--- src/rtl/pipe_stage_reg.sv ---
// Generic pipeline-stage register: valid/ready handshake, synchronous flush,
// bubble (zero-ctrl) insertion, optional 2-entry skid buffer for a registered ready.
module pipe_stage_reg #(
   parameter int unsigned DATA_W = 32,
   parameter int unsigned CTRL_W = 5,
   parameter int unsigned SKID   = 1
) (
   input  logic              clk,
   input  logic              reset,
   input  logic              flush,
   input  logic              in_valid,
   output logic              in_ready,
   input  logic [DATA_W-1:0] in_data,
   input  logic [CTRL_W-1:0] in_ctrl,
   output logic              out_valid,
   input  logic              out_ready,
   output logic [DATA_W-1:0] out_data,
   output logic [CTRL_W-1:0] out_ctrl,
   output logic [1:0]        occ
);

   logic              main_v_q, main_v_d;
   logic [DATA_W-1:0] main_data_q, main_data_d;
   logic [CTRL_W-1:0] main_ctrl_q, main_ctrl_d;
   logic              skid_v_q, skid_v_d;
   logic [DATA_W-1:0] skid_data_q, skid_data_d;
   logic [CTRL_W-1:0] skid_ctrl_q, skid_ctrl_d;
   logic [1:0]        occ_q, occ_d;
   logic              push, pop;

   generate
      if (SKID != 0) begin : g_skid
         assign in_ready = !skid_v_q && !flush;
      end else begin : g_noskid
         assign in_ready = !flush && (!main_v_q || out_ready);
      end
   endgenerate

   assign push = in_valid && in_ready;
   assign pop  = main_v_q && out_ready;

   // main_ctrl_q is kept at zero whenever main is empty, so out_ctrl needs no gating
   always_comb begin
      main_v_d    = main_v_q;
      main_data_d = main_data_q;
      main_ctrl_d = main_ctrl_q;
      skid_v_d    = skid_v_q;
      skid_data_d = skid_data_q;
      skid_ctrl_d = skid_ctrl_q;
      if (flush) begin
         main_v_d    = 1'b0;
         main_ctrl_d = '0;
         skid_v_d    = 1'b0;
      end else begin
         if (pop) begin
            if (skid_v_q) begin
               main_data_d = skid_data_q;
               main_ctrl_d = skid_ctrl_q;
               skid_v_d    = 1'b0;
            end else begin
               main_v_d    = 1'b0;
               main_ctrl_d = '0;
            end
         end
         if (push) begin
            if (!main_v_d) begin
               main_v_d    = 1'b1;
               main_data_d = in_data;
               main_ctrl_d = in_ctrl;
            end else begin
               skid_v_d    = 1'b1;
               skid_data_d = in_data;
               skid_ctrl_d = in_ctrl;
            end
         end
      end
      occ_d = 2'(main_v_d) + 2'(skid_v_d);
   end

   always_ff @(posedge clk or posedge reset) begin
      if (reset) begin
         main_v_q    <= 1'b0;
         main_data_q <= '0;
         main_ctrl_q <= '0;
         skid_v_q    <= 1'b0;
         skid_data_q <= '0;
         skid_ctrl_q <= '0;
         occ_q       <= 2'd0;
      end else begin
         main_v_q    <= main_v_d;
         main_data_q <= main_data_d;
         main_ctrl_q <= main_ctrl_d;
         skid_v_q    <= skid_v_d;
         skid_data_q <= skid_data_d;
         skid_ctrl_q <= skid_ctrl_d;
         occ_q       <= occ_d;
      end
   end

   assign out_valid = main_v_q;
   assign out_data  = main_data_q;
   assign out_ctrl  = main_ctrl_q;
   assign occ       = occ_q;

endmodule

--- config.mk ---
export PLATFORM = sky130hd
export DESIGN_NAME = pipe_stage_reg
export DESIGN_NICKNAME = d
export VERILOG_FILES = /design/src/rtl/pipe_stage_reg.sv
export SDC_FILE = /design/constraint.sdc
export NUM_CORES = 1
export LEC_CHECK = 0
export ABC_AREA = 1
export CAP_MARGIN = 20
export CORE_MARGIN = 3
export CORE_UTILIZATION = 51
export DETAILED_ROUTE_END_ITERATION = 16
export PLACE_DENSITY = 0.8
export SETUP_SLACK_MARGIN = 0.15
export SLEW_MARGIN = 10
export SYNTH_ARGS = -nofsm -noshare
export SYNTH_HDL_FRONTEND = slang
export SYNTH_SLANG_ARGS = --single-unit
--- constraint.sdc ---
create_clock -name clk -period 3.39 [get_ports clk]
set_input_delay 0.8475 -clock clk [delete_from_list [all_inputs] [get_ports clk]]
set_output_delay 0.8475 -clock clk [all_outputs]
set_load 0.005 [all_outputs]
Yosys cells after proc, flatten, opt, wreduce, memory -nomap -nowiden
Index checks and enable logic that the tools add are counted.
{"block": "op_classes", "n_addsub": 1, "mul": 0, "n_div": 0, "order_cmp": 0, "n_eq_ne": 0, "shift": 0, "mux": 18, "n_bitwise": 1, "reduce_logical": 6}
{"op": "32-bit two-way mux", "n": 4}
{"op": "5-bit two-way mux", "n": 5}
{"op": "1-bit two-way mux", "n": 9}
{"op": "1-bit logical AND", "n": 3}
{"op": "3-bit AND reduction", "n": 1}
{"op": "1-bit by 1-bit adder with 2-bit output", "n": 1}
{"op": "1-bit zero test", "n": 2}
{"op": "1-bit NOT", "n": 1}
{"block": "totals", "reg_bits": 78, "latch_bits": 0, "ramBits": 0, "mem_bits_ro": 0, "in_bits": 42, "out_inout_bits": 41, "wordCells": 33, "n_memories": 0}

Logic depth before layout (Yosys ltp)
{"block": "logic_depth", "depth_word": 7, "ltp_mapped": 9, "depth_no_buf": 7}

Least setup slack after synthesis
OpenSTA, ideal clock, no wires.
{"block": "synth_timing", "path_type": "input port to flip-flop", "from": "in flush", "to": "reg occ_q[0], in the netlist occ[0]", "setup_ps": 126, "arrival_ps": 1895, "t_required_ps": 3264, "path_slack_ps": 1369, "stages": 8, "n_path_buf": 2, "path_cell_list": "buf_6 -> inv_2 -> nand2_2 -> nor2_8 -> nand2_2 -> buf_2 -> a21oi_1 -> ha_1"}
{"block": "synth_between", "elab_chain_cells": 6, "word_cells_on_any_way": 8, "cone_classes": "add/sub: 1; mux: 4; reduce/logical: 3"}
{"element": "start: declaration", "line_no": "10", "rtl": "input logic flush,"}
{"element": "1-bit zero test", "line_no": "33", "rtl": "assign in_ready = !skid_v_q && !flush;"}
{"element": "1-bit logical AND", "line_no": "33"}
{"element": "1-bit logical AND", "line_no": "39", "rtl": "assign push = in_valid && in_ready;"}
{"element": "1-bit two-way mux", "line_no": "65", "rtl": "if (push) begin"}
{"element": "1-bit two-way mux *", "line_no": "50", "rtl": "if (flush) begin"}
{"element": "net skid_v_d", "line_no": "25", "rtl": "logic skid_v_q, skid_v_d;"}
{"element": "1-bit by 1-bit adder with 2-bit output *", "line_no": "77", "rtl": "occ_d = 2'(main_v_d) + 2'(skid_v_d);"}
{"element": "net occ_d[0]", "line_no": "28", "rtl": "logic [1:0] occ_q, occ_d;"}
{"element": "end signal: assignment", "line_no": "88", "rtl": "occ_q <= 2'd0;"}
{"element": "end signal: assignment", "line_no": "96", "rtl": "occ_q <= occ_d;"}
{"element": "end: declaration", "line_no": "28"}
Mark *: on every way through the listed nets, which the timed path passes. The rest lies on a longest branch.
A chain may end at the register's enable or synchronous reset.

Worst setup path in the final report
{"block": "layout_timing", "from": "in flush", "to": "out in_ready"}
{"block": "layout_between", "elab_chain_cells": 2}
{"element": "1-bit zero test", "line_no": "33"}
{"element": "1-bit logical AND", "line_no": "33"}
{"element": "end: declaration", "line_no": "12", "rtl": "output logic in_ready,"}
Every way passes these cells.

==> results by group <==
Logic synthesis
  – Most common flop cell mapped by yosys: dfrtp_1
  – Syn_area_per_cell: 7.52 um2
  – Area leader, netlist: dfrtp_1
  – Register area share after synthesis: 50.9%
  – Register bit count reported by yosys: 78
  – Syn nets: 553
  – Synth warnings: 0
  – Yosys top cell area share: 50.9%
  – Post-synth EDFFs: 0
  – Synth cell count leaders: nand2_1 (221), dfrtp_1 (78), inv_1 (54)
  – Area contributors post-synth: dfrtp_1 (51%), nand2_1 (22%), nand3_1 (6.8%), inv_1 (5.3%), o21ai_1 (4.6%)
  – Ys async rst share: 100%
  – Post-Synthesis Cells: 510
  – Netlist cell types: 20
  – Most common cell in the netlist: nand2_1
  – Post-Syn Area: 0.00383 mm2

Timing
  – Final setup viols: 0
  – Unrepaired setup endpoints after global routing: no
  – Final min period: 2.85 ns
  – Max-slew headroom: 51.7%
  – Worst slew pin tran: 0.723 ns
  – Final Max Tran Viols: 0
  – Final Cycle Share: 84.2%
  – Skew final: 0.00754 ns
  – Endpoints failing hold: 0
  – Setup TNS: 0 ns
  – Max Clk Rate: 0.350 GHz

Floorplanning
  – Die Y: 92.7 um
  – IO Count: 83
  – Die Area: 0.00859 mm2
  – Initial Utilization: 54.3%
  – Row count: 30
  – Die Span X: 92.7 um
  – Core ar.: 0.00706 mm2

Global routing
  – Initial antenna violation count: 0
  – Largest net degree at the start of global routing: 51
  – Number of global-route vias before repair: 3,377
  – GRT Residual Overflow: 0
  – Global-route wire length before repair: 15,900 um
  – GR Util All Layers: 23.3%

Pwr
  – Comb pwr share: 21.8%
  – Total leakage power: 2.58 nW
  – Sequential power share: 46.8%
  – Int Pwr: 0.00190 W
  – Sw frac: 27.6%
  – Pwr dens: 535 mW/mm2
  – Clock power share: 31.4%
  – VDD IR max: 0.000274 V
  – Switch Pwr: 0.000724 W

Route
  – Final ANT Viol Nets: 0
  – Detailed Route Iter0 Violations: 210
  – Drt drc: 0
  – First-pass DRT Iterations: 4
  – Routed wire length per instance: 13.8 um
  – Wirelength, routed: 9440 um
  – Vias: 3,481
  – DR vias/cell: 5.10

Critical path
  – R2R depth: 7
  – CP Launch Type: input pin
  – Worst r2r src: skid_v_q
  – Cell repeated most along the worst path: clkdlybuf4s50_1
  – Slowest CP cell: clkdlybuf4s50_1
  – CP required: 2.54 ns
  – CP peak stage delay: 0.50 ns
  – Crit. Startpoint: flush
  – Critical path class: in -> out
  – R2R setup slack: 1.54 ns
  – Cell chain of the critical path: clkdlybuf4s50_1, inv_2, nand2_2, inv_1, clkdlybuf4s50_1
  – CP max FO: 2
  – Worst setup EP type: output port
  – CP arrival: 2.01 ns

Flow run
  – Max Cap Viol: 0

Placement
  – Post-DP HPWL: 5940 um
  – Placed instance count: 667
  – # port buffers: 82
  – GPL Wtd Cong: 0.804

Clock tree
  – Insertion delay to the later sink of the worst-skew pair: 0.35 ns
  – Num Clock Sinks: 78
  – Htree depth: 3
  – Post-cts resize count: 0
  – CTS Buf Count: 9
  – CTS clk-pin slew, worst paths: 0.08 ns
  – Setup bufs post-CTS: 0
  – Clock Tree Buf Depth: 2
  – Hold buffers post-CTS: 0
  – Clock root buffer: clkbuf_8
  – CTS tree: built

Min path
  – Start point of the worst hold path: skid_ctrl_q[4]
  – Hold Crit Class: reg -> reg
  – Hold path depth: 2

Outcome
  – Status: finished clean

Cells and area
  – N_diodes: 0
  – Non-filler cells, final: 683
  – Layout cells sized above 1: 4.94%
  – Nets: 625
  – Fillers: 564
  – Area delta synth->final: 28.2%
[sequential cells by signal (all words and copies together) (netlist names)]
register     count
out_data        32
occ              2
out_valid        1
skid_v_q         1
skid_ctrl_q      5
out_ctrl         5
skid_data_q     32
[path summary, 6_finish.rpt]
path,endpoint
worst max-delay path,in_ready
worst max register to register,skid_data_q[4]
min in group asynchronous,out_ctrl[2]
worst min register to register,skid_ctrl_q[4]
max in group asynchronous,out_data[28]
worst min-delay path,skid_ctrl_q[4]
[power by group through the flow]
stage	clock network [W]	registers [W]	logic (W)
4_1_cts	0.000836	0.00123	0.000583
3_5_place_dp	0	0.00124	0.000579
6_report	0.000825	0.00123	0.000573
5_1_grt	0.000878	0.00125	0.000653
2_1_floorplan	0	0.00122	0.000310
3_3_place_gp	0	0.00123	0.000554
[metrics by stage]
| step | total power, W | setup slack, ns | hold slack, ns | instance area, um2 | utilization (%) |
|---|---|---|---|---|---|
| detailed placement | 0.00182 | 0.498 | 0.459 | 4680 | 66.4 |
| global placement | 0.00179 | 0.524 | 0.455 | 4680 | 66.4 |
| global route | 0.00278 | 0.478 | 0.492 | 4910 | 69.6 |
| finish | 0.00263 | 0.535 | 0.475 | 4910 | 69.6 |
| CTS | 0.00265 | 0.525 | 0.478 | 4910 | 69.6 |
| floorplan | 0.00153 | 0.547 | 0.442 | 3830 | - |
[layout make-up]
type	count	area, um2	area share [%]
tap	96	120	2.44
clock buffer	12	135	2.75
timing repair buffer	88	891	18.1
clock inverter	4	95.1	1.93
inverter	57	215	4.38
multi-input combinational	348	1510	30.7
sequential	78	1950	39.7
[cells by family after synthesis]
family                     share of synthesized area, %
DFF                                                50.9
and+or+nand+nor                                    31.1
buffers and inverters                              9.79
adders and majority gates                         0.326
AOI/OAI and AO/OA                                  7.87
[critical path, delay by kind of cell]
kind          cells  cell delay (ns)
buf+inv           4             1.07
simple gates      1             0.09
[layout by cell type, fill, tap and decap left out]
| cell type | instances |
|---|---|
| bufinv_16 | 3 |
| nand2_4 | 1 |
| clkinv_1 | 1 |
| nand3_1 | 52 |
| ha_1 | 1 |
| nor2_4 | 1 |
| a21oi_4 | 1 |
| nand2_1 | 221 |
| clkbuf_1 | 3 |
| inv_1 | 53 |
| a21oi_1 | 1 |
| buf_4 | 4 |
| nor2_1 | 10 |
| nor2_8 | 1 |
| nand2_2 | 2 |
| buf_12 | 2 |
| clkdlybuf4s50_1 | 82 |
| dfrtp_1 | 78 |
| clkinv_2 | 2 |
| nand3_2 | 1 |
| o21ai_0 | 21 |
| clkbuf_8 | 9 |
| inv_2 | 2 |
| o21ai_1 | 35 |
[layer usage]
layer	part of all wire, %	GRT usage, %	vias to the layer above
met5	0	0	-
met4	1.7	10.3	0
met3	4.8	3.57	12
met2	52	39.5	99
met1	42	29.5	1652
li1	-	-	1718
Power figures use the tool's default switching activity.
